File: src/rtl/frame_pkg.sv
// Shared frame definitions for the receive and transmit frame controllers.
// Byte order on the link is high byte first, then low byte.
package frame_pkg;

    typedef enum logic [0:0] {
        IDLE     = 1'b0,
        WAIT_LOW = 1'b1
    } state_t;

    localparam int FRAME_BYTES        = 2;
    localparam int CMD_W              = 8 * FRAME_BYTES;
    localparam int TIMEOUT_CYCLES_DEF = 65536;

endpackage

File: src/rtl/frame_rx_sm_if.sv
// Byte-side and command-side signals of the receive frame assembler.
// slave is the assembler; master is the UART receiver / command consumer side.
interface frame_rx_sm_if;
    import frame_pkg::*;

    logic             rx_rdy;
    logic [7:0]       rx_data;
    logic             clr_rx_rdy;
    logic             clr_cmd_rdy;
    logic [CMD_W-1:0] cmd;
    logic             cmd_rdy;
    logic             ovrrun;
    logic             to_err;

    modport master (
        output rx_rdy, rx_data, clr_cmd_rdy,
        input  clr_rx_rdy, cmd, cmd_rdy, ovrrun, to_err
    );

    modport slave (
        input  rx_rdy, rx_data, clr_cmd_rdy,
        output clr_rx_rdy, cmd, cmd_rdy, ovrrun, to_err
    );

endinterface

File: src/rtl/frame_byte_timer.sv
// Saturating up-counter that flags when CYCLES-1 is reached.
// Shared by the receive inter-byte timeout and the transmit watchdog.
module frame_byte_timer #(
    parameter int CYCLES = 65536
) (
    input  logic clk,
    input  logic rst,
    input  logic clr,
    input  logic en,
    output logic expired
);

    localparam int W = $clog2(CYCLES);
    localparam logic [W-1:0] LAST = W'(CYCLES - 1);

    logic [W-1:0] count;

    always_ff @(posedge clk) begin
        if (rst) begin
            count <= '0;
        end else if (clr) begin
            count <= '0;
        end else if (en && !expired) begin
            count <= count + W'(1);
        end
    end

    assign expired = (count == LAST);

endmodule

File: src/rtl/frame_rx_sm.sv
// Receive frame assembler: pairs two UART bytes into a 16-bit command.
//   state    | meaning
//   IDLE     | waiting for the high byte of a frame
//   WAIT_LOW | high byte held, waiting for the low byte or the inter-byte timeout
module frame_rx_sm
    import frame_pkg::*;
#(
    parameter int TIMEOUT_CYCLES = TIMEOUT_CYCLES_DEF
) (
    input  logic         clk,
    input  logic         rst,
    frame_rx_sm_if.slave bus
);

    state_t     state;
    logic [7:0] hi_byte;
    logic       accept;
    logic       complete;
    logic       expired;

    // rx_rdy is still high during the acknowledge cycle, so it must not count twice
    assign accept   = bus.rx_rdy && !bus.clr_rx_rdy;
    assign complete = (state == WAIT_LOW) && accept;

    frame_byte_timer #(
        .CYCLES (TIMEOUT_CYCLES)
    ) u_timer (
        .clk     (clk),
        .rst     (rst),
        .clr     (state == IDLE),
        .en      ((state == WAIT_LOW) && !accept),
        .expired (expired)
    );

    always_ff @(posedge clk) begin
        if (rst) begin
            state          <= IDLE;
            hi_byte        <= '0;
            bus.cmd        <= '0;
            bus.cmd_rdy    <= 1'b0;
            bus.ovrrun     <= 1'b0;
            bus.clr_rx_rdy <= 1'b0;
            bus.to_err     <= 1'b0;
        end else begin
            bus.clr_rx_rdy <= accept;
            bus.to_err     <= 1'b0;

            case (state)
                IDLE: begin
                    if (accept) begin
                        hi_byte <= bus.rx_data;
                        state   <= WAIT_LOW;
                    end
                end
                WAIT_LOW: begin
                    if (accept) begin
                        bus.cmd <= {hi_byte, bus.rx_data};
                        state   <= IDLE;
                    end else if (expired) begin
                        bus.to_err <= 1'b1;
                        state      <= IDLE;
                    end
                end
                default: state <= IDLE;
            endcase

            // A fresh command beats a simultaneous consumer clear and is not an overrun
            if (complete) begin
                bus.cmd_rdy <= 1'b1;
                if (bus.clr_cmd_rdy) begin
                    bus.ovrrun <= 1'b0;
                end else if (bus.cmd_rdy) begin
                    bus.ovrrun <= 1'b1;
                end
            end else if (bus.clr_cmd_rdy) begin
                bus.cmd_rdy <= 1'b0;
                bus.ovrrun  <= 1'b0;
            end
        end
    end

endmodule
File: src/flat_wrapper.sv
// flat-port wrapper written by rule: the top's interface ports become plain ports
module frame_rx_sm_flat import frame_pkg::*;
#(
    parameter int TIMEOUT_CYCLES = TIMEOUT_CYCLES_DEF
)
  (clk, rst, bus_rx_rdy, bus_rx_data, bus_clr_cmd_rdy, bus_clr_rx_rdy, bus_cmd, bus_cmd_rdy, bus_ovrrun, bus_to_err);
  frame_rx_sm_if bus_i ();
  input  logic clk;
  input  logic rst;
  input wire logic [$bits(bus_i.rx_rdy)-1:0] bus_rx_rdy;
  input wire logic [$bits(bus_i.rx_data)-1:0] bus_rx_data;
  input wire logic [$bits(bus_i.clr_cmd_rdy)-1:0] bus_clr_cmd_rdy;
  output wire logic [$bits(bus_i.clr_rx_rdy)-1:0] bus_clr_rx_rdy;
  output wire logic [$bits(bus_i.cmd)-1:0] bus_cmd;
  output wire logic [$bits(bus_i.cmd_rdy)-1:0] bus_cmd_rdy;
  output wire logic [$bits(bus_i.ovrrun)-1:0] bus_ovrrun;
  output wire logic [$bits(bus_i.to_err)-1:0] bus_to_err;
  assign bus_i.rx_rdy = bus_rx_rdy;
  assign bus_i.rx_data = bus_rx_data;
  assign bus_i.clr_cmd_rdy = bus_clr_cmd_rdy;
  assign bus_clr_rx_rdy = bus_i.clr_rx_rdy;
  assign bus_cmd = bus_i.cmd;
  assign bus_cmd_rdy = bus_i.cmd_rdy;
  assign bus_ovrrun = bus_i.ovrrun;
  assign bus_to_err = bus_i.to_err;
  frame_rx_sm #(.TIMEOUT_CYCLES(TIMEOUT_CYCLES)) u_core (.clk(clk), .rst(rst), .bus(bus_i));
endmodule
File: config.mk
export PLATFORM = sky130hd
export DESIGN_NAME = frame_rx_sm_flat
export DESIGN_NICKNAME = d
export VERILOG_FILES = /design/src/rtl/frame_pkg.sv /design/src/rtl/frame_rx_sm_if.sv /design/src/rtl/frame_byte_timer.sv /design/src/rtl/frame_rx_sm.sv /design/src/flat_wrapper.sv
export SDC_FILE = /design/constraint.sdc
export NUM_CORES = 1
export LEC_CHECK = 0
export ABC_AREA = 1
export ABC_CLOCK_PERIOD_IN_PS = 1200
export BUFFER_PORTS_ARGS = -buffer_cell sky130_fd_sc_hd__buf_2
export CORE_MARGIN = 2
export CORE_UTILIZATION = 45
export DETAILED_ROUTE_END_ITERATION = 8
export PLACE_DENSITY = 0.78
export SYNTH_ARGS = -nofsm -noshare
export SYNTH_HDL_FRONTEND = slang
export SYNTH_SLANG_ARGS = --single-unit
File: constraint.sdc
create_clock -name clk -period 1.2 [get_ports clk]
set_input_delay 0.12 -clock clk [delete_from_list [all_inputs] [get_ports clk]]
set_output_delay 0.12 -clock clk [all_outputs]
set_load 0.03 [all_outputs]
== Word level (Yosys, flattened, before mapping) ==
Cells that the tools add are included.
Word-level totals
  logic and storage cells: 35
  register bits after elaboration: 45
  input port bits: 12
  output and inout bits: 20
Cells by class
  muxes and demuxes: 10
  eq/ne operators: 1
  reductions and logical operators: 14
  bitwise operators: 1
  add/subtract/negate cells: 1
Operator list (number)
  adder 16 x 1 -> 16 bit (second input constant): 1
  equality test 16 bit (second input constant): 1
  2-to-1 mux 1 bit: 9
  AND reduction 2 bit: 3
  logical AND 1 bit: 4
  nonzero test 2 bit: 2
  logical NOT 1 bit: 3
  OR reduction 3 bit: 1
  one-hot mux 1 bit (2 select lines): 1
  OR reduction 2 bit: 1
  NOT 1 bit: 1

== Longest topological paths before layout ==
Gate-level depths: netlist of run 1.
  depth after elaboration: 5
  depth in mapped cells: 9
  gate-level depth less buffers: 9

== Modules after synthesis ==
From an unflattened synthesis of run 1, not the netlist that was laid out.
Second synthesis, totals
  cells, all modules: 324
  area, all modules: 2132.0 µm²
By module, submodules not included
  frame_rx_sm: seq. area each 580.6 µm², instances 1, cells an instance 173, area each 1201.2 µm²
  frame_byte_timer: seq. area each 320.3 µm², instances 1, cells an instance 151, area each 930.9 µm²

== Least setup slack after synthesis of run 1 ==
Ideal clock, no wire load.
  kind: flip-flop to flip-flop
  start: register u_core.bus.clr_rx_rdy
  end: register u_core.u_timer.count[15]
  path buffers: 0
  data arrival time: 1.235 ns
  period minus slack after synthesis: 1.352 ns
  setup time: 0.117 ns
  slack: -0.152 ns
  required time: 1.083 ns
  stages on the path, launching flop included: 8
  path through: dfxtp_1 > inv_1 > nand2_1 > nand2_1 > nor2_1 > nand3_1 > nor3_1 > nor2_1
Between the ends
  longest elaborated chain between the ends: 5
Ends and longest elaborated chain
  from (decl): line frame_rx_sm_if.sv:22  | output clr_rx_rdy, cmd, cmd_rdy, ovrrun, to_err
  from (signal assigned): line frame_rx_sm.sv:45  | bus.clr_rx_rdy <= accept;
  logical NOT 1 bit: line frame_rx_sm.sv:22  | assign accept = bus.rx_rdy && !bus.clr_rx_rdy;
  logical AND 1 bit: line frame_rx_sm.sv:22
  logical NOT 1 bit: line frame_rx_sm.sv:31  | .en ((state == WAIT_LOW) && !accept),
  logical AND 1 bit: line frame_rx_sm.sv:31
  logical AND 1 bit: line frame_byte_timer.sv:23  | end else if (en && !expired) begin
  to (signal assigned): line frame_byte_timer.sv:24  | count <= count + W'(1);
  to (decl): line frame_byte_timer.sv:16  | logic [W-1:0] count;
No other way between the ends.
A chain may end at the register's enable or synchronous reset.

== Worst setup path in the final report of run 1 ==
  start: register u_core.u_timer.count[0]
  end: register u_core.u_timer.count[0]
Between the ends
  longest elaborated chain between the ends: 3
  elaborated cells between the ends (all ways): 4
  classes of those cells: add/sub (1); eq/ne (1); reduce/logical (2)
Ends and longest elaborated chain
  branches (longest 3 deep; another with adder 16 x 1 -> 16 bit)
Several ways; the timed one is not identified.

==> results of run 1 <==
-- logic make-up after synthesis --
logic type                 share of synthesized area
buffers and inverters                         0.0602
and+or+nand+nor                                0.394
AOI/OAI and AO/OA                             0.0831
DFF                                            0.457
adders and majority gates                    0.00634
-- stage by stage --
step	setup TNS [ns]	instance area, µm²	util	cells
2_1_floorplan	-0.279	2010	-	281
3_3_place_gp	-1.31	2420	0.563	383
3_5_place_dp	-2.08	2420	0.563	383
4_1_cts	-1.68	2550	0.593	392
5_1_grt	-3.64	2590	0.603	394
6_report	-1.98	2590	0.603	394
-- sequential cells by signal, summed over array words and instances (netlist names) --
register,count
u_core.bus.clr_rx_rdy,1
u_core.bus.to_err,1
u_core.hi_byte,8
u_core.bus.ovrrun,1
u_core.bus.cmd_rdy,1
u_core.u_timer.count,16
u_core.bus.cmd,16
u_core.state,1
-- path summary, 6_finish.rpt --
path / start / end / cells after the start / slack [ns]
max: u_core.u_timer.count[0]$_SDFFE_PP0P_ / u_core.u_timer.count[0]$_SDFFE_PP0P_ / 8 / -0.18
min: bus_rx_data[7] / u_core.bus.cmd[7]$_SDFFE_PP0P_ / 3 / 0.09
max reg2reg: u_core.u_timer.count[0]$_SDFFE_PP0P_ / u_core.u_timer.count[0]$_SDFFE_PP0P_ / 8 / -0.18
min reg2reg: u_core.bus.cmd[2]$_SDFFE_PP0P_ / u_core.bus.cmd[2]$_SDFFE_PP0P_ / 2 / 0.46
-- critical path, stage by stage (launching register included) --
cell and delay, ns:
dfxtp_2 0.36, ha_4 0.15, nand2_4 0.05, nor2_4 0.18, nand2_4 0.12, nor2_8 0.17, nor2_4 0.06, nor2_1 0.12
nor2_1 0.07
-- area by class of cell --
type	count	area, µm²
Tap cell	52	65.1
Clock buffer	6	82.6
Multi-Input combinational cell	206	1030
Sequential cell	45	908
Inverter	20	80.1
Timing Repair Buffer	63	408
Clock inverter	2	13.8
Fill cell	383	1710
-- power groups by stage --
stage / registers (W) / clock network, W / logic, W
2_1_floorplan: 0.00161 / 0 / 0.000138
3_3_place_gp: 0.00158 / 0 / 0.000275
3_5_place_dp: 0.00158 / 0 / 0.000278
4_1_cts: 0.00154 / 0.00101 / 0.000287
5_1_grt: 0.00155 / 0.00106 / 0.000328
6_report: 0.00154 / 0.00100 / 0.000300
-- repair_timing --
item / CTS / global route
endpoints found under the setup margin: 37 / 44
resized for setup: 7 / 8
pin swaps: 1 / 0
setup buffers: 1 / 2
-- layer usage --
layer,vias up,GRT usage,part of all wire
met4,0,0.0577,0.010
met1,888,0.267,0.46
met3,4,0.0375,0.052
li1,1017,-,-
met5,-,0,0
met2,65,0.312,0.48
-- cell usage in the layout, fill, tap and decap left out, types with 2 or more instances in the layout --
cell,netlist,final
nand2_1,77,71
dfxtp_1,45,41
nor2_1,42,40
nand3_1,36,36
buf_2,5,31
buf_4,0,31
a21oi_1,28,28
inv_1,18,17
nand2_2,2,6
clkbuf_8,0,6
nor2_4,3,5
nor2_2,4,4
nand4_1,4,4
o21ai_0,3,3
dfxtp_2,0,3
inv_2,2,2
clkinv_4,0,2
nand2_4,1,2
nor3_1,2,2
==> results.yml, run 1 <==
route:
  drt-initial-drc-count: 174
  num_vias: 1974
  drc: 0
  wl_per_cell_um: 11.9
  wirelength_mm: 4.70
  viasPerCell: 5.01
  dr.pass1.iters: 4
  ant_nets: 0
power_and_ir_drop:
  p_sw_frac: 0.260
  clockPowerShare: 0.352
  irDropWorstVdd_mv: 0.492
  p_seq_frac: 0.543
  intPower_w: 0.00210
  p_per_area_mw_per_mm2: 1100
  p_total_w: 0.00285
  p_comb_frac: 0.105
  p_switching_w: 0.000741
  p_leak_nw: 1.11
global_route:
  grt_overflow_total: 0
  antenna_found_initial: 0
  grt_pass1_vias: 1799
  track_usage: 0.195
  grt_max_degree: 19
  grt_pass1_wl_mm: 7.85
yosys:
  avgSynthCellArea_um2: 7.02
  ys_top_cells_by_count: "nand2_1, dfxtp_1, nor2_1"
  yosysTopAreaCellShare: 0.457
  synth_flop_cell: "dfxtp_1"
  ys_types: 21
  synth_edf_count: 0
  synth_seq_cells: 45
  synth_area_leaders: "dfxtp_1, nand2_1, nand3_1, nor2_1, a21oi_1"
  synth_fp_nets: 294
  async_flop_share: 0
  yosysMostFrequentCell: "nand2_1"
  synthCells: 281
  synth_top_area_cell: "dfxtp_1"
  yosysSeqAreaShare: 0.457
  synth_area_mm2: 0.00197
  yosys_warnings: 0
clock_tree:
  numCtsBuffers: 5
  cts.sinks: 45
  cts_tree: "yes"
  hold_buffers: 0
  cts_root_buf: "clkbuf_8"
  clk_pin_slew_ns: 0.09
  clock_path_buffers: 2
  clock_latency_ns: 0.30
  htree_levels: 2
die:
  ios: 32
  dieWidth_um: 70.2
  start_util: 0.459
  die-height_um: 70.2
  fp.dieArea_mm2: 0.00493
  core_mm2: 0.00429
  fp-row-count: 24
timing:
  max_freq_mhz: 723
  timing.hold.ws_ns: 0.0917
  tightest_slew_ns: 0.246
  setup_slack_ns: -0.184
  hold_viol_final: 0
  rsz0062_at_grt: "yes"
  min_period_over_period: 1.15
  slew_headroom: 0.836
  setup_viol: 17
  finalClockSkew_ns: 0.00651
  finalCriticalPeriod_ns: 1.38
  maxSlewViolCount: 0
worst_setup_path:
  path_max_fanout: 7
  worst-setup-path-type: "flop to flop"
  crit_path_start_kind: "flop"
  required_ns: 1.40
  arrival_ns: 1.58
  endpoint_kind: "flop"
placement:
  dp_hpwl_mm: 3.33
  place_ws_ns: -0.136
  io_buffers: 31
  gp_congestion: 0.899
layout:
  drive_gt1_frac: 0.292
  area_growth_syn_to_layout_pct: 31.2
  antennaDiodeCount: 0
  nets: 354
status:
  status: "finished, violations left"
  violations: "negative setup slack"
hold_path:
  min_path_type: "primary input to flop"
flow_run:
  cap_violations: 0
(Power assumes the default switching activity.)
==> run 2: changes to the inputs <==
--- a/config.mk
+++ b/config.mk
@@ -12,6 +12,7 @@
 export CORE_UTILIZATION = 45
 export DETAILED_ROUTE_END_ITERATION = 8
 export PLACE_DENSITY = 0.78
+export RECOVER_POWER = 50
 export SYNTH_ARGS = -nofsm -noshare
 export SYNTH_HDL_FRONTEND = slang
 export SYNTH_SLANG_ARGS = --single-unit
==> run 2 against run 1 <==
The run still ends with negative setup slack left. Cell count stayed put. First-iteration DRC count fell by 8.6%. Clock power about the same. Critical path depth did not move. Flip-flop and latch count stayed put. Maximum frequency increased by 0.17%. Total power down 0.13%. Final area is 1.2% lower. Sequential share of layout area up 0.28 points. Critical path type unchanged. Largest cell class unchanged.
==> results.yml, run 2 (synthesized netlist as in run 1, its figures left out) <==
status:
  status: "finished, violations left"
  violations: "negative setup slack"
worst_setup_path:
  slowest_delay_ns: 0.36
  crit_path_start_kind: "flop"
  arrival_ns: 1.58
  r2r_cells: 8
  required_ns: 1.40
  path_max_fanout: 7
  cp_slowest_cell: "dfxtp_2"
  r2r_start: "u_core.u_timer.count[1]$_SDFFE_PP0P_"
  r2r-end: "u_core.u_timer.count[0]$_SDFFE_PP0P_"
  endpoint_kind: "flop"
  cp_cell_sequence: "ha_4, nand2_4, nor2_4, nand2_4, nor2_8, nor2_4, nor2_1, nor2_1"
  ff2ff_setup_slack_ns: -0.18
  worst-setup-path-type: "flop to flop"
layout:
  antennaDiodeCount: 0
  nets: 354
  mostFrequentLayoutCell: "nand2_1"
  reg_top3: "u_core.bus.cmd (16), u_core.u_timer.count (16), u_core.hi_byte (8)"
  final_cell_mix: "nand2_1, dfxtp_1, nor2_1"
  multi_input_area_mm2: 0.00103
  area_growth_syn_to_layout_pct: 29.6
  fillers: 390
  seq_area_um2: 905
  fin_area_mm2: 0.00256
  drive_gt1_frac: 0.228
route:
  dr.pass1.iters: 4
  viasPerCell: 5.00
  met2WireLength_mm: 2.25
  num_vias: 1969
  met1_length_mm: 2.21
  wirelength_mm: 4.72
  top_layer: "met4"
  ant_nets: 0
  drc: 0
  wl_per_cell_um: 12.0
  drt-initial-drc-count: 159
  wl_met3_um: 198
power_and_ir_drop:
  p_per_area_mw_per_mm2: 1110
  p_total_w: 0.00284
  p_leak_nw: 1.02
  irDropWorstVdd_mv: 0.492
global_route:
  grt_pass1_vias: 1799
  grt_max_degree: 19
  grt_pass1_wl_mm: 7.85
  track_usage: 0.195
  antenna_found_initial: 0
  grt_overflow_total: 0
timing:
  hold_viol_final: 0
  setup_slack_ns: -0.182
  timing.hold.ws_ns: 0.0933
  slew_headroom: 0.747
  maxSlewViolCount: 0
  setup_viol: 17
  rsz0062_at_grt: "yes"
  finalClockSkew_ns: 0.00647
  min_period_over_period: 1.15
  finalCriticalPeriod_ns: 1.38
  max_freq_mhz: 724
  tightest_slew_ns: 0.382
clock_tree:
  clock_path_buffers: 2
  clock_latency_ns: 0.30
  cts_tree: "yes"
  cts.sinks: 45
  numCtsBuffers: 5
  htree_levels: 2
  clk_pin_slew_ns: 0.09
  hold_buffers: 0
  cts_root_buf: "clkbuf_8"
die:
  ios: 32
  start_util: 0.459
  core_mm2: 0.00429
  fp.dieArea_mm2: 0.00493
  dieWidth_um: 70.2
  fp-row-count: 24
  die-height_um: 70.2
hold_path:
  hold_end: "u_core.bus.cmd[7]$_SDFFE_PP0P_"
  hp-start: "bus_rx_data[7]"
  worstHoldPathCells: 3
  min_path_type: "primary input to flop"
placement:
  io_buffers: 31
  dpl-instance-area_mm2: 0.00242
  gp_congestion: 0.899
  dp_hpwl_mm: 3.33
flow_run:
  cap_violations: 0
-- run 2: cell types whose count changed in the layout (fill, tap and decap cells not counted), sizes merged --
| cell | previous run | this run |
|---|---|---|
| buf | 63 | 43 |
| clkbuf | 6 | 26 |
-- run 2: area by class of cell --
cell class,instances,area share
clock inverter,2,0.00538
inverter,20,0.0313
tap,52,0.0254
sequential,45,0.354
multi-input combinational,206,0.402
clock buffer,6,0.0323
timing repair buffer,63,0.150
-- run 2: metal layers --
layer  GRT usage  vias to the layer above
li1            -                     1019
met5           0                        -
met2       0.312                       47
met3      0.0375                        6
met1       0.267                      897
met4      0.0577                        0
-- run 2: worst max path at each step --
stage                                              start                                   end  cells past startpoint
detailed placement  u_core.u_timer.count[1]$_SDFFE_PP0P_  u_core.u_timer.count[1]$_SDFFE_PP0P_                      9
floorplan           u_core.u_timer.count[1]$_SDFFE_PP0P_  u_core.u_timer.count[0]$_SDFFE_PP0P_                      8
finish              u_core.u_timer.count[1]$_SDFFE_PP0P_  u_core.u_timer.count[0]$_SDFFE_PP0P_                      8
global placement    u_core.u_timer.count[1]$_SDFFE_PP0P_  u_core.u_timer.count[0]$_SDFFE_PP0P_                      9
CTS                 u_core.u_timer.count[1]$_SDFFE_PP0P_  u_core.u_timer.count[0]$_SDFFE_PP0P_                      9
global route        u_core.u_timer.count[9]$_SDFFE_PP0P_  u_core.u_timer.count[0]$_SDFFE_PP0P_                      8
-- run 2: through the flow --
stage / setup TNS [ns] / util / setup slack, ns / cells
final: -1.95 / 0.596 / -0.182 / 394
after global placement: -1.31 / 0.563 / -0.112 / 383
after floorplan: -0.279 / - / -0.0367 / 281
after detailed placement: -2.08 / 0.563 / -0.136 / 383
after CTS: -1.68 / 0.593 / -0.129 / 392
after global routing: -3.99 / 0.596 / -0.259 / 394
-- run 2: critical path, delay by kind of cell, from the launching register on --
kind          cells  cell delay (ns)
simple gates      7             0.76
fa+ha+maj         1             0.15
flops             1             0.36
-- run 2: repair_timing --
action | in CTS | in global routing
gates resized for setup | 7 | 8
buffers inserted | 1 | 2
setup endpoints to repair | 37 | 44
pin swaps | 1 | 0
-- run 2: report_power, final --
part | switching, W | internal [W] | total [W]
sequential | 0.0000187 | 0.00153 | 0.00155
combinational | 0.000188 | 0.000106 | 0.000295
clock | 0.000534 | 0.000467 | 0.00100
total | 0.000741 | 0.00210 | 0.00284
==> run 3: changes to the inputs <==
--- a/config.mk
+++ b/config.mk
@@ -11,6 +11,7 @@
 export CORE_MARGIN = 2
 export CORE_UTILIZATION = 45
 export DETAILED_ROUTE_END_ITERATION = 8
+export MAX_ROUTING_LAYER = met4
 export PLACE_DENSITY = 0.78
 export RECOVER_POWER = 50
 export SYNTH_ARGS = -nofsm -noshare
==> run 3 against run 2 <==
The flow still finishes with violations (negative setup slack). Total power increased by 0.28%. First-iteration DRC count is 6.3% higher. Worst hold slack worse by 0.0035 ns. Cell count stayed put. Non-clock buffer count did not move. Utilization unchanged. Sequential share of layout area unchanged. Flip-flop and latch count unchanged. Maximum frequency up 0.17%. Critical endpoint unchanged. Largest cell class unchanged.
==> results.yml, run 3 (synthesized netlist as in run 1, its figures left out) <==
status:
  status: "finished, violations left"
  violations: "negative setup slack"
timing:
  min_period_over_period: 1.15
  maxSlewViolCount: 0
  slew_headroom: 0.747
  rsz0062_at_grt: "yes"
  fin_setup_tns_ns: -1.92
  finalClockSkew_ns: 0.00804
  tightest_slew_ns: 0.382
  setup_viol: 17
  max_freq_mhz: 725
  setup_slack_ns: -0.179
  timing.hold.ws_ns: 0.0898
  finalCriticalPeriod_ns: 1.38
  hold_viol_final: 0
power_and_ir_drop:
  p_total_w: 0.00285
  p_switching_w: 0.000749
  p_per_area_mw_per_mm2: 1110
  irDropWorstVdd_mv: 0.492
  p_comb_frac: 0.104
  p_leak_nw: 1.02
  p_sw_frac: 0.263
  p_seq_frac: 0.543
  intPower_w: 0.00210
  clockPowerShare: 0.354
layout:
  reg_top3: "u_core.bus.cmd (16), u_core.u_timer.count (16), u_core.hi_byte (8)"
  finish.utilization: 0.596
  final_cell_mix: "nand2_1, dfxtp_1, nor2_1"
  drive_gt1_frac: 0.228
  mostFrequentLayoutCell: "nand2_1"
  area_growth_syn_to_layout_pct: 29.6
  nets: 354
  fillers: 390
  antennaDiodeCount: 0
  fin_cells: 394
worst_setup_path:
  cp_cell_sequence: "ha_4, nand2_4, nor2_4, nand2_4, nor2_8, nor2_4, nor2_1, nor2_1"
  slowest_delay_ns: 0.36
  crit_start: "u_core.u_timer.count[1]$_SDFFE_PP0P_"
  arrival_ns: 1.57
  crit_path_start_kind: "flop"
  r2r_start: "u_core.u_timer.count[1]$_SDFFE_PP0P_"
  required_ns: 1.40
  worst-setup-path-type: "flop to flop"
  path_max_fanout: 7
  endpoint_kind: "flop"
  cp_slowest_cell: "dfxtp_2"
placement:
  io_buffers: 31
  dp_cells: 383
  gp_congestion: 0.914
  dp_hpwl_mm: 3.33
die:
  fp-row-count: 24
  fp.dieArea_mm2: 0.00493
  dieWidth_um: 70.2
  start_util: 0.459
  ios: 32
  die-height_um: 70.2
  core_mm2: 0.00429
flow_run:
  cap_violations: 0
hold_path:
  hp-start: "bus_rx_data[7]"
  min_path_type: "primary input to flop"
global_route:
  grt_overflow_total: 0
  track_usage: 0.200
  antenna_found_initial: 0
  grt_pass1_wl_mm: 7.85
  grt_pass1_vias: 1803
  grt_max_degree: 19
route:
  num_vias: 1981
  viasPerCell: 5.03
  wl_per_cell_um: 12.1
  ant_nets: 0
  drc: 0
  dr.pass1.iters: 4
  wirelength_mm: 4.75
  drt-initial-drc-count: 169
clock_tree:
  cts_tree: "yes"
  clock_latency_ns: 0.30
  htree_levels: 2
  clk_pin_slew_ns: 0.09
  cts_root_buf: "clkbuf_8"
  cts.sinks: 45
  numCtsBuffers: 5
  clock_path_buffers: 2
run 3: routing by layer:
| metal | GRT usage | part of all wire | vias up |
|---|---|---|---|
| met4 | 0.0577 | 0.012 | 0 |
| met2 | 0.312 | 0.48 | 47 |
| met5 | - | 0 | - |
| met1 | 0.267 | 0.47 | 908 |
| li1 | - | - | 1020 |
| met3 | 0.0375 | 0.037 | 6 |
run 3: area by class of cell:
cell class                      instances  area (µm²)  share of cell area
Clock buffer                            6        82.6              0.0323
Clock inverter                          2        13.8             0.00538
Inverter                               20        80.1              0.0313
Multi-Input combinational cell        206        1030               0.402
Sequential cell                        45         905               0.354
Tap cell                               52        65.1              0.0254
Timing Repair Buffer                   63         383               0.150
run 3: path summary, 6_finish.rpt:
check | endpoint | cells past startpoint | slack, ns
hold reg to reg | u_core.bus.cmd[2]$_SDFFE_PP0P_ | 2 | 0.46
setup reg to reg | u_core.u_timer.count[0]$_SDFFE_PP0P_ | 8 | -0.18
setup / recovery | u_core.u_timer.count[0]$_SDFFE_PP0P_ | 8 | -0.18
hold / removal | u_core.bus.cmd[7]$_SDFFE_PP0P_ | 3 | 0.09
run 3: power by group through the flow:
stage | Sequential, W | Combinational, W | Clock (W)
floorplan | 0.00161 | 0.000138 | 0
global placement | 0.00158 | 0.000275 | 0
detailed placement | 0.00158 | 0.000278 | 0
CTS | 0.00154 | 0.000287 | 0.00101
global route | 0.00155 | 0.000322 | 0.00106
finish | 0.00155 | 0.000295 | 0.00101
run 3: through the flow:
stage | cell area (µm²) | worst slack (ns)
floorplan | 2010 | -0.0367
global placement | 2420 | -0.112
detailed placement | 2420 | -0.136
CTS | 2550 | -0.129
global route | 2560 | -0.259
finish | 2560 | -0.179
run 3: what timing repair did:
action,in CTS,in global routing
setup endpoints to repair,37,44
hold endpoints to repair,0,0
pin swaps,1,0
hold buffers,0,0
setup buffers,1,2
resized for setup,7,8
run 3: critical path, delay by kind of cell, from the launching register on:
kind	cells	cell delay [ns]
adders and majority gates	1	0.15
DFF	1	0.36
and+or+nand+nor	7	0.76
